## src/rtl/useq_pkg.sv

```systemverilog
// rtl/useq_pkg.sv - shared types and constants for the microsequencer
package useq_pkg;

    typedef enum logic [2:0] {
        SEQ    = 3'd0,
        FETCH  = 3'd1,
        DISP1  = 3'd2,
        DISP2  = 3'd3,
        JUMP   = 3'd4,
        BRANCH = 3'd5,
        CALL   = 3'd6,
        RET    = 3'd7
    } addr_ctl_t;

    localparam logic [6:0] OP_RTYPE  = 7'b0110011;
    localparam logic [6:0] OP_ITYPE  = 7'b0010011;
    localparam logic [6:0] OP_JAL    = 7'b1101111;
    localparam logic [6:0] OP_BRANCH = 7'b1100011;
    localparam logic [6:0] OP_LOAD   = 7'b0000011;
    localparam logic [6:0] OP_STORE  = 7'b0100011;
    localparam logic [6:0] OP_LUI    = 7'b0110111;
    localparam logic [6:0] OP_AUIPC  = 7'b0010111;
    localparam logic [6:0] OP_JALR   = 7'b1100111;

    // first-level dispatch entry points
    localparam int D1_RTYPE  = 6;
    localparam int D1_ITYPE  = 8;
    localparam int D1_JAL    = 9;
    localparam int D1_BRANCH = 10;
    localparam int D1_MEM    = 2;
    localparam int D1_LUI    = 11;
    localparam int D1_AUIPC  = 12;
    localparam int D1_JALR   = 13;

    // second-level dispatch entry points (memory ops only)
    localparam int D2_LOAD   = 3;
    localparam int D2_STORE  = 5;

endpackage

```

## src/rtl/useq_dispatch_rom.sv

```systemverilog
// rtl/useq_dispatch_rom.sv - opcode to micro-address dispatch table
module useq_dispatch_rom #(
    parameter int TABLE   = 1,
    parameter int UADDR_W = 5
) (
    input  logic [6:0]         op,
    output logic [UADDR_W-1:0] value,
    output logic               valid
);
    import useq_pkg::*;

    // decode the opcode; undefined opcodes report valid=0 and the caller traps
    always_comb begin
        value = '0;
        valid = 1'b1;
        if (TABLE == 1) begin
            case (op)
                OP_RTYPE:  value = UADDR_W'(D1_RTYPE);
                OP_ITYPE:  value = UADDR_W'(D1_ITYPE);
                OP_JAL:    value = UADDR_W'(D1_JAL);
                OP_BRANCH: value = UADDR_W'(D1_BRANCH);
                OP_LOAD:   value = UADDR_W'(D1_MEM);
                OP_STORE:  value = UADDR_W'(D1_MEM);
                OP_LUI:    value = UADDR_W'(D1_LUI);
                OP_AUIPC:  value = UADDR_W'(D1_AUIPC);
                OP_JALR:   value = UADDR_W'(D1_JALR);
                default:   valid = 1'b0;
            endcase
        end else begin
            case (op)
                OP_LOAD:   value = UADDR_W'(D2_LOAD);
                OP_STORE:  value = UADDR_W'(D2_STORE);
                default:   valid = 1'b0;
            endcase
        end
    end

endmodule

```

## src/rtl/microsequencer.sv

```systemverilog
// rtl/microsequencer.sv - next-microaddress sequencer with return stack
module microsequencer #(
    parameter int UADDR_W     = 5,
    parameter int STACK_DEPTH = 4,
    parameter int FETCH_ADDR  = 0,
    parameter int TRAP_ADDR   = (1 << UADDR_W) - 1
) (
    input  logic               clk,
    input  logic               reset,
    input  logic               stall,
    input  logic [6:0]         op,
    input  logic [2:0]         addr_ctl,
    input  logic [UADDR_W-1:0] target,
    input  logic               cond,
    output logic [UADDR_W-1:0] upc,
    output logic               illegal_op,
    output logic               stack_err
);
    import useq_pkg::*;

    localparam int SP_W  = $clog2(STACK_DEPTH + 1);
    localparam int IDX_W = (STACK_DEPTH > 1) ? $clog2(STACK_DEPTH) : 1;

    logic [UADDR_W-1:0] stack_mem [STACK_DEPTH];
    logic [SP_W-1:0]    sp;

    addr_ctl_t          ctl;
    logic [UADDR_W-1:0] upc_inc;
    logic [UADDR_W-1:0] trap_a;
    logic [UADDR_W-1:0] fetch_a;
    logic [UADDR_W-1:0] d1_value;
    logic [UADDR_W-1:0] d2_value;
    logic               d1_valid;
    logic               d2_valid;
    logic               full;
    logic               empty;
    logic [IDX_W-1:0]   push_idx;
    logic [IDX_W-1:0]   pop_idx;

    logic [UADDR_W-1:0] nxt;
    logic               push;
    logic               pop;
    logic               set_ill;
    logic               set_serr;

    assign ctl      = addr_ctl_t'(addr_ctl);
    assign upc_inc  = upc + UADDR_W'(1);
    assign trap_a   = UADDR_W'(TRAP_ADDR);
    assign fetch_a  = UADDR_W'(FETCH_ADDR);
    assign full     = (sp == SP_W'(STACK_DEPTH));
    assign empty    = (sp == '0);
    assign push_idx = IDX_W'(sp);
    assign pop_idx  = IDX_W'(sp - SP_W'(1));

    useq_dispatch_rom #(.TABLE(1), .UADDR_W(UADDR_W)) u_disp1 (
        .op    (op),
        .value (d1_value),
        .valid (d1_valid)
    );

    useq_dispatch_rom #(.TABLE(2), .UADDR_W(UADDR_W)) u_disp2 (
        .op    (op),
        .value (d2_value),
        .valid (d2_valid)
    );

    // select next micro-address and the stack/flag side effects it implies
    always_comb begin
        nxt      = upc_inc;
        push     = 1'b0;
        pop      = 1'b0;
        set_ill  = 1'b0;
        set_serr = 1'b0;
        case (ctl)
            SEQ:    nxt = upc_inc;
            FETCH:  nxt = fetch_a;
            DISP1: begin
                nxt     = d1_valid ? d1_value : trap_a;
                set_ill = ~d1_valid;
            end
            DISP2: begin
                nxt     = d2_valid ? d2_value : trap_a;
                set_ill = ~d2_valid;
            end
            JUMP:   nxt = target;
            BRANCH: nxt = cond ? target : upc_inc;
            CALL: begin
                if (full) begin
                    nxt      = trap_a;
                    set_serr = 1'b1;
                end else begin
                    nxt  = target;
                    push = 1'b1;
                end
            end
            RET: begin
                if (empty) begin
                    nxt      = trap_a;
                    set_serr = 1'b1;
                end else begin
                    nxt = stack_mem[pop_idx];
                    pop = 1'b1;
                end
            end
            default: nxt = upc_inc;
        endcase
    end

    // micro-PC, stack pointer and sticky fault flags
    always_ff @(posedge clk or posedge reset) begin
        if (reset) begin
            upc        <= UADDR_W'(FETCH_ADDR);
            sp         <= '0;
            illegal_op <= 1'b0;
            stack_err  <= 1'b0;
        end else if (!stall) begin
            upc <= nxt;
            if (push)
                sp <= sp + SP_W'(1);
            else if (pop)
                sp <= sp - SP_W'(1);
            if (set_ill)
                illegal_op <= 1'b1;
            if (set_serr)
                stack_err <= 1'b1;
        end
    end

    // return-address storage; contents are meaningless once sp is reset
    always_ff @(posedge clk) begin
        if (!stall && push)
            stack_mem[push_idx] <= upc_inc;
    end

endmodule
```

## config.mk

```make
export PLATFORM = sky130hd
export DESIGN_NAME = microsequencer
export DESIGN_NICKNAME = d
export VERILOG_FILES = /design/src/rtl/useq_pkg.sv /design/src/rtl/useq_dispatch_rom.sv /design/src/rtl/microsequencer.sv
export SDC_FILE = /design/constraint.sdc
export NUM_CORES = 1
export LEC_CHECK = 0
export BUFFER_PORTS_ARGS = -buffer_cell sky130_fd_sc_hd__buf_2
export CAP_MARGIN = 15
export CORE_AREA = 2 2 64 54
export DETAILED_ROUTE_END_ITERATION = 12
export DIE_AREA = 0 0 66 56
export PLACE_DENSITY = 0.82
export SLEW_MARGIN = 25
export SYNTH_ARGS = -nofsm -noshare
export SYNTH_HDL_FRONTEND = slang
export SYNTH_SLANG_ARGS = --single-unit
```

## constraint.sdc

```tcl
create_clock -name clk -period 3.95 [get_ports clk]
set_input_delay 0.395 -clock clk [delete_from_list [all_inputs] [get_ports clk]]
set_output_delay 0.395 -clock clk [all_outputs]
set_load 0.01 [all_outputs]
```

# After elaboration in Yosys (flattened, before gate mapping)
# Memories as Yosys holds them, arrays and structs flattened.
# Index checks and enable logic that the tools add are counted.
classes:
  n_addsub: 3
  n_eq_ne: 17
  muxes: 22
  bitwise: 3
  n_reduce_logical: 10
op_table:
  columns: ["op", "count"]
  rows:
  - ["one-hot mux 5 bit (8 select lines)", 1]
  - ["one-hot mux 4 bit (8 select lines)", 1]
  - ["two-way mux 5 bit", 5]
  - ["== test 7 x 6 -> 1 bit, second input constant", 3]
  - ["== test 7 bit, second input constant", 3]
  - ["== test 3 bit, second input constant", 5]
  - ["== test 7 x 5 -> 1 bit, second input constant", 2]
  - ["two-way mux 1 bit", 10]
  - ["OR reduction 9 bit", 1]
  - ["== test 7 x 2 -> 1 bit, second input constant", 1]
  - ["== test 3 x 2 -> 1 bit, second input constant", 2]
  - ["zero test 3 bit", 2]
  - ["two-way mux 3 bit", 2]
  - ["one-hot mux 3 bit (2 select lines)", 1]
  - ["AND reduction 2 bit", 3]
  - ["adder 5 x 1 -> 5 bit, second input constant", 1]
  - ["one-hot mux 1 bit (2 select lines)", 2]
  - ["adder 3 x 1 -> 3 bit, second input constant", 1]
  - ["== test 3 x 1 -> 1 bit, second input constant", 1]
  - ["NOT 1 bit", 3]
  - ["subtractor 3 x 1 -> 3 bit, second input constant", 1]
  - ["nonzero test 2 bit", 1]
  - ["OR reduction 2 bit", 1]
  - ["logical AND 1 bit", 1]
  - ["zero test 1 bit", 1]
word_totals:
  ff_bits: 10
  ramBits: 20
  input_bits: 19
  out_inout_bits: 7
  word_cells: 60
  mem_count: 1
mem_list:
  columns: ["name", "words", "word_bits", "read_ports", "rd_clocked_by_memory_dff", "wr", "line", "text"]
  rows:
  - ["stack_mem", 4, 5, 1, 0, 1, "microsequencer.sv:24", "logic [UADDR_W-1:0] stack_mem [STACK_DEPTH];"]

# Logic depth before layout (Yosys ltp)
logic_depth:
  word_depth: 6
  depth_mapped: 9
  mapped_depth_nobuf: 8

# Modules after synthesis
# A second synthesis with hierarchy kept.
hier_totals:
  cells_unflattened: 162
  area_unflattened_um2: 1856.8
modules_own_cells:
  columns: ["mod", "n_inst", "cells_per_inst", "area_each_um2", "seq_area_each_um2"]
  rows:
  - ["microsequencer", 1, 131, 1631.6, 850.8]
  - ["useq_dispatch_rom (u_disp1)", 1, 23, 145.1, 0.0]
  - ["useq_dispatch_rom (u_disp2)", 1, 8, 80.1, 0.0]

# Least setup slack after synthesis
# No wires, ideal clock.
synth_timing:
  path_kind: "register to register"
  startpoint: "register sp[0]"
  endpoint: "register sp[2]"
  setup_ns: 0.121
  arrival_time_ns: 1.889
  t_required_ns: 3.829
  setup_slack_ns: 1.940
  path_stages_with_launch: 10
  n_path_buf: 1
  synth_period_minus_slack_ns: 2.010
  cell_sequence: "dfrtp_1 -> buf_6 -> inv_1 -> ha_1 -> ha_1 -> nor2b_1 -> a21oi_2 -> nor3b_4 -> o41ai_1 -> a22o_1"
synth_between:
  elab_chain_len: 5
  elab_cells_between_ends: 12
  cone_classes: "add/sub: 2; eq/ne: 1; mux: 6; reduce/logical: 3"
synth_lines:
  columns: ["item", "line", "text"]
  rows:
  - ["start, declared", "microsequencer.sv:25", "logic [SP_W-1:0] sp;"]
  - ["start signal, assigned", "microsequencer.sv:119", "sp <= sp + SP_W'(1);"]
  - ["start signal, assigned", "microsequencer.sv:121", "sp <= sp - SP_W'(1);"]
  - ["== test 3 bit / zero test 3 bit (equally long branches)", "microsequencer.sv:50, microsequencer.sv:51", null]
  - ["two-way mux 1 bit (on tied branches)", "microsequencer.sv:88, microsequencer.sv:97", null]
  - ["two-way mux 1 bit", "microsequencer.sv:74", "case (ctl)"]
  - ["nonzero test 2 bit (no source line)", null, null]
  - ["AND reduction 2 bit (no source line)", null, null]
# Several ways; a longest one is shown, not always the timed one. The select of a mux whose other input is x is not followed.
# A chain may end at the register's enable or synchronous reset.

# Worst setup path after layout
# Same ends and word-level chain as after synthesis.

==> impl_metrics.toml <==
[floorplan]
row_count = 18
core-area_sq_um = 3018
dieArea_sq_um = 3696
pin_count = 26
die_h_um = 56
start_util_pct = 59.58
die_w_um = 66

[cts]
path_clk_slew_ns = 0.07
numCtsBuffers = 5
root_buffer = "clkbuf_8"
h-tree-depth = 2
postCtsSetupRepairBufs = 0
cts_tree = "yes"
cts_resized = 0
ctsHoldBuffers = 0
clk_latency_ns = 0.28
cts.sinks = 30
cts_max_path_buffers = 2

[flow_run]
drv_cap = 0

[synthesis]
yosysSeqAreaShare_pct = 47.32
synth_edf_count = 20
synthCells = 158
synth_top_area_share_pct = 33.40
syn-num-nets = 184
netlist_area_sq_um = 1798
ys_warn_count = 0
ys_async_sr_fraction_pct = 33.33
synthTopCellsByArea = "edfxtp_1, dfrtp_1, mux4_2, ha_1, a21oi_1"
ys.flop_type = "edfxtp_1"
ys_ff_latch = 30
synth.distinct_cells = 54
avgSynthCellArea_sq_um = 11.38
synth_top_cell_by_area = "edfxtp_1"

[placement]
post-place-ws_ns = 1.544
io_buffers = 25
place.gp.congestion = 0.9172
hpwl_mm = 3.067

[power_and_ir_drop]
p_per_area_nw_per_um2 = 502.0
cellLeakagePower_nw = 0.7635
p_int_uw = 667.6
p_sw_share_pct = 33.81
peakVddDrop_uv = 353.0
p_clk_share_pct = 23.3
p_sw_uw = 341.1
p_comb_share_pct = 34.1
seq_power_share_pct = 42.6
p_total_mw = 1.009

[timing]
finalMaxSlewViolations = 0
fin_ws_ns = 1.535
fin_tns_setup_ns = 0
worst_pin_slew_ns = 0.5087
setup_viol = 0
maxSlewHeadroom_pct = 66.01
finalHoldViolations = 0
fmax_mhz = 414.2
rsz0062_at_grt = "no"
skew_ns = 0.006288
fin_crit_ns = 2.415
finalCritPeriodShare_pct = 61.13

[worst_setup_path]
worstPathRequired_ns = 4.11
cp-start-kind = "flop"
critPathMaxFanout = 8
critPathArrivalTime_ns = 2.57
path_class = "flop to flop"
endpoint_kind = "flop"

[cells_and_area]
final_core_util_pct = 66.58
area_growth_pct = 11.76
final_cell_mix = "buf_2, edfxtp_1, dfrtp_1"
final_common_cell = "buf_2"
antenna_cells = 0
drive_gt1_share_pct = 25.14
finalNetCount = 208
fillers = 221

[worst_hold_path]
hold_path.class = "input pin to asynchronous set/reset pin"

[detailed_routing]
routed_wl_mm = 3.973
dr.pass1.iters = 4
route.vias.total = 1376
routedWlPerCell_um = 17.82
viasPerCell = 6.170
first_iter_violations = 90
drc = 0
ant_nets = 0

[grt]
antenna_found_initial = 0
grt_first_pass_wirelength_mm = 6.389
grt_pass1_vias = 1333
gr-total-overflow = 0
grtUsageTotal_pct = 22.93
grt_max_degree = 21

[run_status]
status = "complete, no violations"
-- synth_stat cells, drive strengths merged (2+ instances only) --
| library cell | n |
|---|---|
| and3 | 2 |
| nor3b | 3 |
| mux4 | 5 |
| buf | 5 |
| a21boi | 2 |
| and3b | 2 |
| nor2b | 5 |
| ha | 7 |
| nand3 | 5 |
| nand2 | 8 |
| a21oi | 10 |
| and2 | 4 |
| a221oi | 4 |
| xnor2 | 4 |
| nor3 | 2 |
| clkbuf | 3 |
| inv | 9 |
| a31oi | 4 |
| o32ai | 2 |
| o21bai | 2 |
| o22ai | 2 |
| o21ai | 8 |
| edfxtp | 20 |
| nand2b | 4 |
| dfrtp | 10 |
| nor4 | 2 |
| nor2 | 7 |
-- worst max-delay path, stage by stage, from the launching register on --
cell	delay, ns
dfrtp_1	0.59
inv_1	0.16
ha_1	0.27
ha_1	0.25
nor2b_1	0.17
a21oi_2	0.17
nor3b_4	0.30
o41ai_1	0.14
a22o_1	0.26
-- stage by stage --
stage	instance area, sq um	hold slack [ns]	std cells
2_1_floorplan	1798	0.2352	158
3_3_place_gp	1924	0.4069	215
3_5_place_dp	1924	0.4094	215
4_1_cts	2009	0.1120	223
5_1_grt	2009	0.1277	223
6_report	2009	0.09741	223
-- per-layer routing --
layer | wire length, um | share of wire, % | vias to the layer above | GRT usage [%]
li1 | - | - | 646 | -
met1 | 1790 | 45 | 681 | 32.53
met2 | 1885 | 47 | 42 | 35.93
met3 | 241 | 6.1 | 7 | 5.061
met4 | 55 | 1.4 | 0 | 5.831
met5 | 0 | 0 | - | 0
-- path summary, 6_finish.rpt --
path | slack, ns | startpoint | depth (start not counted) | end
setup / recovery | 1.54 | sp[0] | 8 | sp[2]
hold / removal | 0.1 | reset | 2 | upc[3]
setup reg to reg | 1.54 | sp[0] | 8 | sp[2]
hold reg to reg | 0.48 | illegal_op | 1 | illegal_op
max in group asynchronous | 3.55 | reset | 2 | sp[0]
min in group clk | 0.42 | target[2] | 3 | upc[2]
-- registers in the layout (all words and copies together), names as in the netlist --
signal and cells:
stack_err 1, sp 3, stack_mem 20, illegal_op 1, upc 5
-- power by group through the flow --
stage | Sequential, mW | Clock, mW | Combinational, mW
CTS | 0.430 | 0.236 | 0.341
floorplan | 0.419 | 0 | 0.277
detailed placement | 0.436 | 0 | 0.340
finish | 0.430 | 0.235 | 0.344
global placement | 0.431 | 0 | 0.326
global route | 0.435 | 0.254 | 0.375
-- cells by family after synthesis --
logic type | Yosys count | synth area share, %
compound gates | 44 | 17.61
xor+xnor | 5 | 2.436
fa+ha+maj | 7 | 4.871
buf+inv | 17 | 4.592
flops | 30 | 47.32
mux | 6 | 6.889
simple gates | 49 | 16.28
-- layout make-up --
class | instances | area (sq um) | area share, %
Clock buffer | 5 | 68.82 | 3.425
Clock inverter | 3 | 16.27 | 0.8095
Inverter | 9 | 33.78 | 1.681
Multi-Input combinational cell | 111 | 864.6 | 43.03
Sequential cell | 30 | 850.8 | 42.34
Tap cell | 40 | 50.05 | 2.491
Timing Repair Buffer | 25 | 125.1 | 6.227
Power figures use the tool's default switching activity.
